[config.mk]
export PLATFORM = sky130hd
export DESIGN_NAME = cell_pos_reader_flat
export DESIGN_NICKNAME = d
export VERILOG_FILES = /design/src/rtl/cell_pos_reader_if.sv /design/src/rtl/cell_pos_reader.sv /design/src/flat_wrapper.sv
export SDC_FILE = /design/constraint.sdc
export NUM_CORES = 1
export LEC_CHECK = 0
export ABC_AREA = 0
export BUFFER_PORTS_ARGS = -buffer_cell sky130_fd_sc_hd__buf_2
export CAP_MARGIN = 20
export CORE_MARGIN = 1
export CORE_UTILIZATION = 56
export DETAILED_ROUTE_END_ITERATION = 10
export GPL_ROUTABILITY_DRIVEN = 0
export PLACE_DENSITY = 0.91
export REMOVE_ABC_BUFFERS = 1
export SLEW_MARGIN = 20
export SYNTH_ARGS = -nofsm -noshare
export SYNTH_HDL_FRONTEND = slang
export SYNTH_SLANG_ARGS = --single-unit
[constraint.sdc]
create_clock -name clk -period 4.1 [get_ports clk]
set_clock_uncertainty 0.1 [all_clocks]
set_input_delay 0.615 -clock clk [delete_from_list [all_inputs] [get_ports clk]]
set_output_delay 0.615 -clock clk [all_outputs]
set_load 0.03 [all_outputs]
[src/rtl/cell_pos_reader_if.sv]
// Particle position stream from the cell reader to the force-evaluation pipeline.
// The master presents positions; the slave accepts them with out_ready.
interface cell_pos_reader_if #(
   parameter int DATA_WIDTH = 96
);
   logic                  out_valid;
   logic                  out_ready;
   logic [DATA_WIDTH-1:0] out_pos;
   logic                  out_last;

   modport master (
      output out_valid,
      output out_pos,
      output out_last,
      input  out_ready
   );

   modport slave (
      input  out_valid,
      input  out_pos,
      input  out_last,
      output out_ready
   );
endinterface

[src/rtl/cell_pos_reader.sv]
// Reads one cell's particle count and positions from a 2-cycle-latency RAM and
// streams them out through a small credit-limited FIFO.
module cell_pos_reader #(
   parameter int DATA_WIDTH   = 96,
   parameter int PARTICLE_NUM = 220,
   parameter int ADDR_WIDTH   = 8,
   parameter int FIFO_DEPTH   = 4
) (
   input  logic                  clk,
   input  logic                  rst_n,
   input  logic                  start,
   output logic [ADDR_WIDTH-1:0] mem_address,
   output logic                  mem_rden,
   output logic                  mem_wren,
   output logic [DATA_WIDTH-1:0] mem_data,
   input  logic [DATA_WIDTH-1:0] mem_q,
   cell_pos_reader_if.master     pos_out,
   output logic [ADDR_WIDTH-1:0] particle_cnt,
   output logic                  busy,
   output logic                  done
);

   localparam int PTR_WIDTH = (FIFO_DEPTH > 1) ? $clog2(FIFO_DEPTH) : 1;
   localparam int OCC_WIDTH = $clog2(FIFO_DEPTH + 1);
   localparam int CRD_WIDTH = OCC_WIDTH + 1;
   localparam logic [ADDR_WIDTH-1:0] MAX_CNT = ADDR_WIDTH'(PARTICLE_NUM - 1);

   typedef enum logic [1:0] {
      IDLE,
      WAIT_CNT,
      STREAM,
      FINISH
   } state_t;

   typedef struct packed {
      logic                  last;
      logic [DATA_WIDTH-1:0] pos;
   } entry_t;

   state_t state, state_nxt;

   // Read pipeline: one valid bit and address per cycle of RAM latency.
   logic [1:0]                 rd_vld;
   logic [1:0][ADDR_WIDTH-1:0] rd_addr;
   logic [1:0]                 in_flight;

   logic [ADDR_WIDTH-1:0] next_addr;
   logic [ADDR_WIDTH-1:0] issued;
   logic [ADDR_WIDTH-1:0] count;
   logic [ADDR_WIDTH-1:0] cnt_sat;

   entry_t                fifo_mem [FIFO_DEPTH];
   entry_t                head;
   logic [PTR_WIDTH-1:0]  wr_ptr;
   logic [PTR_WIDTH-1:0]  rd_ptr;
   logic [OCC_WIDTH-1:0]  occ;
   logic [CRD_WIDTH-1:0]  credit_used;

   logic issue;
   logic push;
   logic pop;
   logic cnt_hit;
   logic out_valid_int;

   function automatic logic [PTR_WIDTH-1:0] ptr_inc(input logic [PTR_WIDTH-1:0] p);
      return (p == PTR_WIDTH'(FIFO_DEPTH - 1)) ? '0 : p + 1'b1;
   endfunction

   assign in_flight     = {1'b0, rd_vld[0]} + {1'b0, rd_vld[1]};
   assign credit_used   = CRD_WIDTH'(occ) + CRD_WIDTH'(in_flight);
   assign cnt_sat       = (mem_q[ADDR_WIDTH-1:0] > MAX_CNT) ? MAX_CNT : mem_q[ADDR_WIDTH-1:0];
   assign cnt_hit       = (state == WAIT_CNT) && rd_vld[1];
   assign push          = (state == STREAM) && rd_vld[1];
   assign out_valid_int = (occ != '0);
   assign pop           = out_valid_int && pos_out.out_ready;
   assign head          = fifo_mem[rd_ptr];

   assign mem_address  = next_addr;
   assign mem_wren     = 1'b0;
   assign mem_data     = '0;
   assign particle_cnt = count;

   // Gated so a reset or an empty FIFO never exposes stale storage.
   assign pos_out.out_valid = out_valid_int;
   assign pos_out.out_pos   = out_valid_int ? head.pos : '0;
   assign pos_out.out_last  = out_valid_int && head.last;

   // NOTE: sequential state uses non-blocking (<=) so every register samples
   // pre-edge values; blocking here would create order-dependent simulation.
   always_ff @(posedge clk or negedge rst_n) begin
      if (!rst_n) state <= IDLE;
      else        state <= state_nxt;
   end

   // NOTE: every output of this block gets a default first, so no path through
   // the case statement can leave a signal unassigned and infer a latch.
   always_comb begin
      state_nxt = state;
      issue     = 1'b0;
      mem_rden  = 1'b0;
      busy      = 1'b0;
      done      = 1'b0;
      unique case (state)
         IDLE: begin
            if (start) begin
               mem_rden  = 1'b1;
               state_nxt = WAIT_CNT;
            end
         end
         WAIT_CNT: begin
            busy = 1'b1;
            if (rd_vld[1]) state_nxt = (cnt_sat == '0) ? FINISH : STREAM;
         end
         STREAM: begin
            busy = 1'b1;
            // Credit check: every in-flight read is guaranteed a FIFO slot.
            if ((issued < count) && (credit_used < CRD_WIDTH'(FIFO_DEPTH))) begin
               issue    = 1'b1;
               mem_rden = 1'b1;
            end
            if (pop && head.last) state_nxt = FINISH;
         end
         FINISH: begin
            done      = 1'b1;
            state_nxt = IDLE;
         end
         default: state_nxt = IDLE;
      endcase
   end

   always_ff @(posedge clk or negedge rst_n) begin
      if (!rst_n) begin
         rd_vld    <= '0;
         rd_addr   <= '0;
         next_addr <= '0;
         issued    <= '0;
         count     <= '0;
      end else begin
         rd_vld  <= {rd_vld[0], mem_rden};
         rd_addr <= {rd_addr[0], mem_address};
         if (cnt_hit) begin
            count     <= cnt_sat;
            next_addr <= ADDR_WIDTH'(1);
            issued    <= '0;
         end else if (issue) begin
            next_addr <= next_addr + 1'b1;
            issued    <= issued + 1'b1;
         end else if (state == FINISH) begin
            next_addr <= '0;
         end
      end
   end

   always_ff @(posedge clk or negedge rst_n) begin
      if (!rst_n) begin
         wr_ptr <= '0;
         rd_ptr <= '0;
         occ    <= '0;
      end else begin
         if (push) wr_ptr <= ptr_inc(wr_ptr);
         if (pop)  rd_ptr <= ptr_inc(rd_ptr);
         unique case ({push, pop})
            2'b10:   occ <= occ + 1'b1;
            2'b01:   occ <= occ - 1'b1;
            default: occ <= occ;
         endcase
      end
   end

   // NOTE: FIFO storage is deliberately not reset; occupancy and the output
   // gating decide validity, so clearing the array would only cost flops.
   always_ff @(posedge clk) begin
      if (push) fifo_mem[wr_ptr] <= '{last: (rd_addr[1] == count), pos: mem_q};
   end

endmodule

[src/flat_wrapper.sv]
// flat-port wrapper written by rule: the top's interface ports become plain ports
module cell_pos_reader_flat 
#(
   parameter int DATA_WIDTH   = 96,
   parameter int PARTICLE_NUM = 220,
   parameter int ADDR_WIDTH   = 8,
   parameter int FIFO_DEPTH   = 4
)
  (clk, rst_n, start, mem_address, mem_rden, mem_wren, mem_data, mem_q, particle_cnt, busy, done, pos_out_out_valid, pos_out_out_pos, pos_out_out_last, pos_out_out_ready);
  cell_pos_reader_if #(.DATA_WIDTH(DATA_WIDTH)) pos_out_i ();
  input  logic clk;
  input  logic rst_n;
  input  logic start;
  output logic [ADDR_WIDTH-1:0] mem_address;
  output logic mem_rden;
  output logic mem_wren;
  output logic [DATA_WIDTH-1:0] mem_data;
  input  logic [DATA_WIDTH-1:0] mem_q;
  output logic [ADDR_WIDTH-1:0] particle_cnt;
  output logic busy;
  output logic done;
  output wire logic [$bits(pos_out_i.out_valid)-1:0] pos_out_out_valid;
  output wire logic [$bits(pos_out_i.out_pos)-1:0] pos_out_out_pos;
  output wire logic [$bits(pos_out_i.out_last)-1:0] pos_out_out_last;
  input wire logic [$bits(pos_out_i.out_ready)-1:0] pos_out_out_ready;
  assign pos_out_out_valid = pos_out_i.out_valid;
  assign pos_out_out_pos = pos_out_i.out_pos;
  assign pos_out_out_last = pos_out_i.out_last;
  assign pos_out_i.out_ready = pos_out_out_ready;
  cell_pos_reader #(.DATA_WIDTH(DATA_WIDTH), .PARTICLE_NUM(PARTICLE_NUM), .ADDR_WIDTH(ADDR_WIDTH), .FIFO_DEPTH(FIFO_DEPTH)) u_core (.clk(clk), .rst_n(rst_n), .start(start), .mem_address(mem_address), .mem_rden(mem_rden), .mem_wren(mem_wren), .mem_data(mem_data), .mem_q(mem_q), .pos_out(pos_out_i), .particle_cnt(particle_cnt), .busy(busy), .done(done));
endmodule
==> results of run 1 <==
[cells in the final DEF, fill, tap and decap left out, drive strengths merged, types with 4 or more instances in the layout]
master	synthesis	final
a21o	4	4
a21oi	12	12
a31oi	6	6
and2	98	98
and3	11	11
buf	116	225
clkbuf	20	58
clkinv	0	12
conb	1	97
dfrtp	51	51
edfxtp	388	388
ha	20	20
inv	21	23
mux4	97	97
nand2	17	17
nand3	20	20
nor2	9	9
nor3	4	4
o21ai	11	11
or3	6	6
xnor2	11	11
[through the flow]
step	power, mW	setup TNS [ns]	area, µm²	hold WS [ns]	std cells
after detailed placement	10.74	0	19100	0.2362	1545
after CTS	14.40	0	20400	0.1725	1620
after global placement	10.62	0	19100	0.2331	1545
after floorplan	9.462	-136.09	17330	0.2194	918
after global routing	14.87	0	20400	0.06789	1620
final	14.27	0	20410	0.01501	1623
[registers in the layout (all words and copies together), names as in the netlist]
signal               count
u_core.particle_cnt      8
u_core.state             2
u_core.issued            8
u_core.rd_addr          16
u_core.occ               3
u_core.mem_address       8
u_core.wr_ptr            2
u_core.rd_ptr            2
u_core.fifo_mem        388
u_core.rd_vld            2
[cells by family (layout without fill, tap and decap cells)]
group	count (synthesis)	after routing	synth area share, %
buffers and inverters	157	321	5.514
DFF	439	439	72.30
adders and majority gates	21	21	1.512
xor gates and xnor gates	13	13	0.6368
and+or+nand+nor	177	177	5.696
other	1	100	0.02097
muxes	99	99	12.34
AOI/OAI and AO/OA	51	51	1.973
[layer usage]
layer / vias up / routed length, µm / global-route usage, %
li1: 3978 / - / -
met1: 4561 / 13260 / 27.73
met2: 376 / 17370 / 35.92
met3: 55 / 2615 / 4.608
met4: 4 / 622 / 5.197
met5: - / 17 / 0
[cell usage after synthesis, types with 2 or more instances]
library cell	n
o21ai_0	10
edfxtp_1	388
a21o_1	4
buf_4	99
nand4_1	2
or3_1	6
nor4_1	2
mux4_2	97
xnor2_1	11
and2_1	98
clkbuf_1	20
xor2_1	2
and3_1	11
nor2_1	9
a31oi_1	6
dfrtp_1	51
o31ai_1	2
nor3_1	4
nand3_1	20
nor2b_1	2
nand3b_1	3
inv_1	21
mux2_2	2
buf_2	14
nand2_1	17
ha_1	20
or4_1	2
buf_1	2
o211a_1	2
a21oi_1	11
[worst max-delay path: cells and delay by family (launching register included)]
family | cells | cell delay (ns)
AOI/OAI and AO/OA | 1 | 0.65
and+or+nand+nor | 3 | 0.41
DFF | 1 | 0.39
adders and majority gates | 1 | 0.30
buffers and inverters | 2 | 0.29
[final timing paths]
path | from | end | slack, ns | cells after the start
worst max-delay path | u_core.particle_cnt[5] | mem_rden | 0.80 | 7
worst min-delay path | rst_n | u_core.mem_address[6] | 0.02 | 1
worst max register to register | u_core.state[0] | u_core.fifo_mem[3][65] | 1.53 | 4
worst min register to register | u_core.rd_addr[0] | u_core.rd_addr[8] | 0.25 | 0
max in group asynchronous | rst_n | u_core.rd_ptr[1] | 3.40 | 1
min in group clk | mem_q[84] | u_core.fifo_mem[2][84] | 0.20 | 1
[final cells by class]
cell class	count	area [µm²]	share of cell area, %
antenna	3	7.507	0.03678
clock buffer	58	1175	5.756
clock inverter	17	125.1	0.6130
inverter	21	78.83	0.3862
multi-input combinational	458	4348	21.30
sequential	439	12930	63.37
tap	402	503.0	2.464
timing repair buffer	225	1239	6.069
[power groups by stage]
stage                     Clock [mW]  Sequential [mW]  Combinational [mW]
final                           3.64             5.36                5.27
after global routing            3.88             5.39                5.60
after CTS                       3.73             5.36                5.32
after detailed placement           0             5.45                5.29
after global placement             0             5.42                5.20
after floorplan                    0             5.82                3.64
==> summary.md, run 1 <==
| Metric | Value |
|---|---|
| Pin count of the biggest net entering global routing | 98 |
| Die X | 180.7 µm |
| Largest cells by area after synthesis | edfxtp_1, mux4_2, dfrtp_1, buf_4, and2_1 |
| Final period util | 80.45% |
| Initial DRC Count | 530 |
| Clock power frac | 25.5% |
| Max-cap violations | 0 |
| CTS Hold Bufs | 0 |
| Share of Yosys cell area claimed by the top area cell type | 65.16% |
| Worst Tran Pin Value | 0.8991 ns |
| FILL cells | 2118 |
| CP required | 3.38 ns |
| Biggest area consumer among synthesized cells | edfxtp_1 |
| CTS tree | yes |
| Root Driver | clkbuf_16 |
| Top achievable clock speed | 303.2 MHz |
| Outcome | finished clean |
| Place WS | 1.358 ns |
| Worst setup path class | reg2out |
| Post-synth EDFFs | 388 |
| DRC violations left | 0 |
| Initial antenna violation count | 4 |
| Ys flop type | edfxtp_1 |
| Switching Fraction | 35.45% |
| First-pass GRT wire length | 52380 µm |
| Pins Over Slew Limit | 0 |
| Yosys warning count | 0 |
| Sequential Power Share | 37.5% |
| Site Rows | 65 |
| Critical path launch point type | register |
| Average wire per standard cell | 20.88 µm |
| Pwr dens | 699.1 mW/mm² |
| Register area share after synthesis | 72.30% |
| Crit-path cells | inv_1, ha_1, and3_1, nand3_1, o211ai_2, nand2_1, buf_2 |
| Element type at the critical path end | output pin |
| CP arrival | 2.58 ns |
| RSZ-0062 raised after global routing | false |
| Vias in the first global route | 9362 |
| Syn Inst Count | 958 |
| Post-DRT Antenna Nets | 0 |
| First drt pass iteration count | 5 |
| Post-synthesis cell type count | 50 |
| Relative slew slack | 40.06% |
| Share of layout cells above drive strength 1 | 32.18% |
| Core ar. | 0.03147 mm² |
| Final Util | 64.85% |
| Via count | 8974 |
| Worst Hold Class | in2async |
| VDD IR-drop max | 735.5 µV |
| Die Span Y | 180.7 µm |
| Period minus WS final | 3.298 ns |
| Slowest stage delay, CP | 0.65 ns |
| Starting density of the core | 56.81% |
| Slowest-stage cell, CP | o211ai_2 |
| Seq cells post-synth | 439 |
| Combinational Power Share | 36.9% |
| PnR worst setup slack | 0.8016 ns |
| Nets | 1310 |
| Post-CTS resize count | 0 |
| Final Hold Viols | 0 |
| Clk buf depth | 3 |
| Crit Path Max Fanout | 20 |
| Worst-skew pair later-pin latency | 0.53 ns |
| Setup bufs post-CTS | 0 |
| H-Tree Depth | 2 |
| Die ar. | 0.03265 mm² |
| Number of I/O port buffers | 216 |
| Cell Area, Synth | 0.01788 mm² |
| Clock Sinks | 439 |
| Post-DP HPWL | 20520 µm |
| Endpoints failing setup | 0 |
| Global route overflow | 0 |
| Gr usage total | 21.06% |
| Clock transition at the registers of the reported paths | 0.06 ns |
| Layout area overhead | 14.16% |
| Syn_area_per_cell | 18.66 µm² |
| NetSw | 5.059 mW |
| Post-Route WL | 33880 µm |
| Inserted Clock Buffers | 44 |
| Async SR Flop Fraction | 11.62% |
| IO Pins | 314 |
| Leakage dissipation | 7.448 nW |
| Avg Vias per Cell | 5.529 |
| Internal | 9.210 mW |
No activity file was read; power rests on OpenSTA's default activity.
==> run 2, diff against run 1 <==
Clock period 4.1 ns to 3.2 ns, I/O delays scaled along.
==> run 2 against run 1 <==
Clock-buffer cell count stayed put. Non-clock buffer count is 21 higher. Largest cell class unchanged. Power is 32% higher. Via count is 1.4% higher. Die area stayed put. Sequential power is 30% higher. Combinational power is 30% higher. Critical path depth is 3 lower. Core utilization is 1.2 points higher. Critical path type unchanged. Highest routed layer unchanged. Final area is 1.9% higher. Hold slack better by 0.045 ns. Setup slack worse by 0.64 ns.
==> summary.md, run 2 (synthesized netlist as in run 1, its figures left out) <==
| Metric | Value |
|---|---|
| Outcome | finished clean |
| Max-cap violations | 0 (unchanged) |
| Final period util | 95.02% |
| Die Span Y | 180.7 µm (unchanged) |
| Hold Path Cell Cnt | 1 |
| Multi-input logic area | 0.004357 mm² (+0.20%) |
| Worst path bufs/invs | 2 (unchanged) |
| Die X | 180.7 µm (unchanged) |
| Clk buf depth | 3 (unchanged) |
| Worst setup path class | reg2out |
| Inserted Clock Buffers | 44 (unchanged) |
| FF-to-FF path depth | 7 (+3) |
| PnR worst setup slack | 0.1592 ns (-0.6423 ns) |
| Most frequent cells in the layout | edfxtp_1, buf_2, and2_1, mux4_2, conb_1 |
| Largest register FFs | 388 (unchanged) |
| Post-DRT Antenna Nets | 0 (unchanged) |
| Delay-heaviest family, CP | flip-flops |
| Reg with most FFs | u_core.fifo_mem |
| CTS tree | yes |
| Clock Sinks | 439 (unchanged) |
| Setup TNS | 0 ns (unchanged) |
| Final Hold Viols | 0 (unchanged) |
| Layout area overhead | 16.29% |
| Met3 Use GR | 4.729% (+0.12 points) |
| Critical path launch point type | register |
| Combinational Power Share | 36.5% (-0.4 points) |
| Nets | 1331 (+1.6%) |
| FILL cells | 2064 (-2.5%) |
| RSZ-0062 raised after global routing | false |
| Number of I/O port buffers | 216 (unchanged) |
| Post-DP HPWL | 22920 µm (+12%) |
| Root Driver | clkbuf_16 |
| CP required | 2.62 ns (-0.76 ns) |
| Most common cell after layout, fill and taps aside | edfxtp_1 |
| DRC violations left | 0 (unchanged) |
| Design Power | 18.78 mW (+32%) |
| CP arrival | 2.46 ns (-0.12 ns) |
| Endpoints failing setup | 0 (unchanged) |
| Worst-skew pair later-pin latency | 0.53 ns (about the same) |
| Die ar. | 0.03265 mm² (unchanged) |
| Slowest stage delay, CP | 0.84 ns (+0.19 ns) |
| VDD IR-drop max | 607.5 µV (-17%) |
| Met2 Resource Use GR | 37.02% (+1.1 points) |
| Final Util | 66.06% (+1.2 points) |
| Via count | 9100 (+1.4%) |
| Hold WS | 0.05985 ns (+0.04484 ns) |
| Vias in the first global route | 9344 (-0.19%) |
| Pin count of the biggest net entering global routing | 47 (-52%) |
| Global route overflow | 0 (unchanged) |
| Clock transition at the registers of the reported paths | 0.07 ns (about the same) |
| Met1 GRT Util | 27.34% (-0.39 points) |
| Worst Hold Class | in2reg |
| Crit Path Max Fanout | 42 (+110%) |
| Clock power frac | 26.3% (+0.8 points) |
| Sequential Power Share | 37.2% (-0.3 points) |
| Leakage dissipation | 7.647 nW (+2.7%) |
| Slowest-stage cell, CP | dfrtp_4 |
| Switching Fraction | 35.14% (-0.31 points) |
| Average wire per standard cell | 21.20 µm (+1.6%) |
| Core ar. | 0.03147 mm² (unchanged) |
| First-pass GRT wire length | 52690 µm (+0.59%) |
| First drt pass iteration count | 5 (unchanged) |
| Starting density of the core | 56.81% (unchanged) |
| Register area | 0.01293 mm² (unchanged) |
| Internal | 12.18 mW (+32%) |
| Post-Route WL | 34990 µm (+3.3%) |
| Element type at the critical path end | output pin |
| NetSw | 6.601 mW (+30%) |
| Site Rows | 65 (unchanged) |
| Relative slew slack | 55.72% (+16 points) |
| Avg Vias per Cell | 5.515 (-0.26%) |
| Initial DRC Count | 706 (+33%) |
| Pins Over Slew Limit | 0 (unchanged) |
| GR peak layer | met2 |
| Period minus WS final | 3.041 ns |
| Initial antenna violation count | 6 (+2) |
| Instance count on the critical path | 4 (-3) |
| IO Pins | 314 (unchanged) |
| Place WS | 0.6116 ns (-0.7465 ns) |
| H-Tree Depth | 2 (unchanged) |
| Top Registers | u_core.fifo_mem (388), u_core.rd_addr (16) |
| Worst Tran Pin Value | 0.6642 ns (-0.2349 ns) |
| Pwr dens | 903.4 mW/mm² (+29%) |
| Crit-path cells | buf_12, mux4_2, and2_1, buf_2 |
| Share of layout cells above drive strength 1 | 33.49% (+1.3 points) |
| Gr usage total | 21.40% (+0.34 points) |
| Top achievable clock speed | 328.9 MHz |
[run 2: changes by cell type in the layout (fill, tap and decap cells not counted), sizes merged]
cell,delta
clkinv,+6
bufinv,+2
dlygate4sd3,+1
clkinvlp,-2
buf,+20
[run 2: repair_timing]
item,CTS,global route
hold endpoints to repair,11,0
endpoints found under the setup margin,0,2
buffers inserted,0,4
resized for setup,0,1
hold buffers,1,0
[run 2: final timing paths]
path / start / endpoint / slack, ns
setup reg to reg: u_core.occ[0] / u_core.occ[1] / 0.67
min in group asynchronous: rst_n / u_core.occ[2] / 0.27
setup / recovery: u_core.rd_ptr[1] / pos_out_out_pos[43] / 0.16
hold reg to reg: u_core.rd_addr[6] / u_core.rd_addr[14] / 0.25
hold / removal: mem_q[40] / u_core.fifo_mem[1][40] / 0.06
max in group asynchronous: rst_n / u_core.rd_addr[9] / 1.95
[run 2: worst reg2reg max path, cell delays in order (launching register included)]
cell and delay [ns]:
dfrtp_1 0.41, or3_2 0.74, nand2_1 0.25, inv_1 0.06, ha_1 0.22, inv_1 0.07, fa_1 0.40, o21ai_0 0.19
[run 2: final cells by class]
cell class	count	area share [%]
diodes	3	0.03611
clock buffers	58	5.753
clock inverters	23	0.9929
inverters	21	0.3791
multi-input cells	458	20.95
flip-flops and latches	439	62.21
well taps	402	2.419
repair buffers	246	7.257
[run 2: metrics by stage]
stage          instance area, µm²  std cells
3_3_place_gp                19310       1561
2_1_floorplan               17330        918
4_1_cts                     20720       1643
5_1_grt                     20790       1649
6_report                    20790       1650
3_5_place_dp                19310       1561
[run 2: power by group through the flow]
stage          Sequential (mW)  Combinational, mW  Clock [mW]
3_5_place_dp              7.17               6.75           0
4_1_cts                   7.06               6.79        5.02
5_1_grt                   7.04               7.27        5.23
2_1_floorplan             7.44               4.58           0
3_3_place_gp              7.13               6.62           0
6_report                  6.99               6.86        4.93
[run 2: metal layers]
metal | vias up | share of wire [%]
met5 | - | 0.080
met3 | 47 | 6.9
met4 | 6 | 1.6
met1 | 4640 | 39
li1 | 4028 | -
met2 | 379 | 53
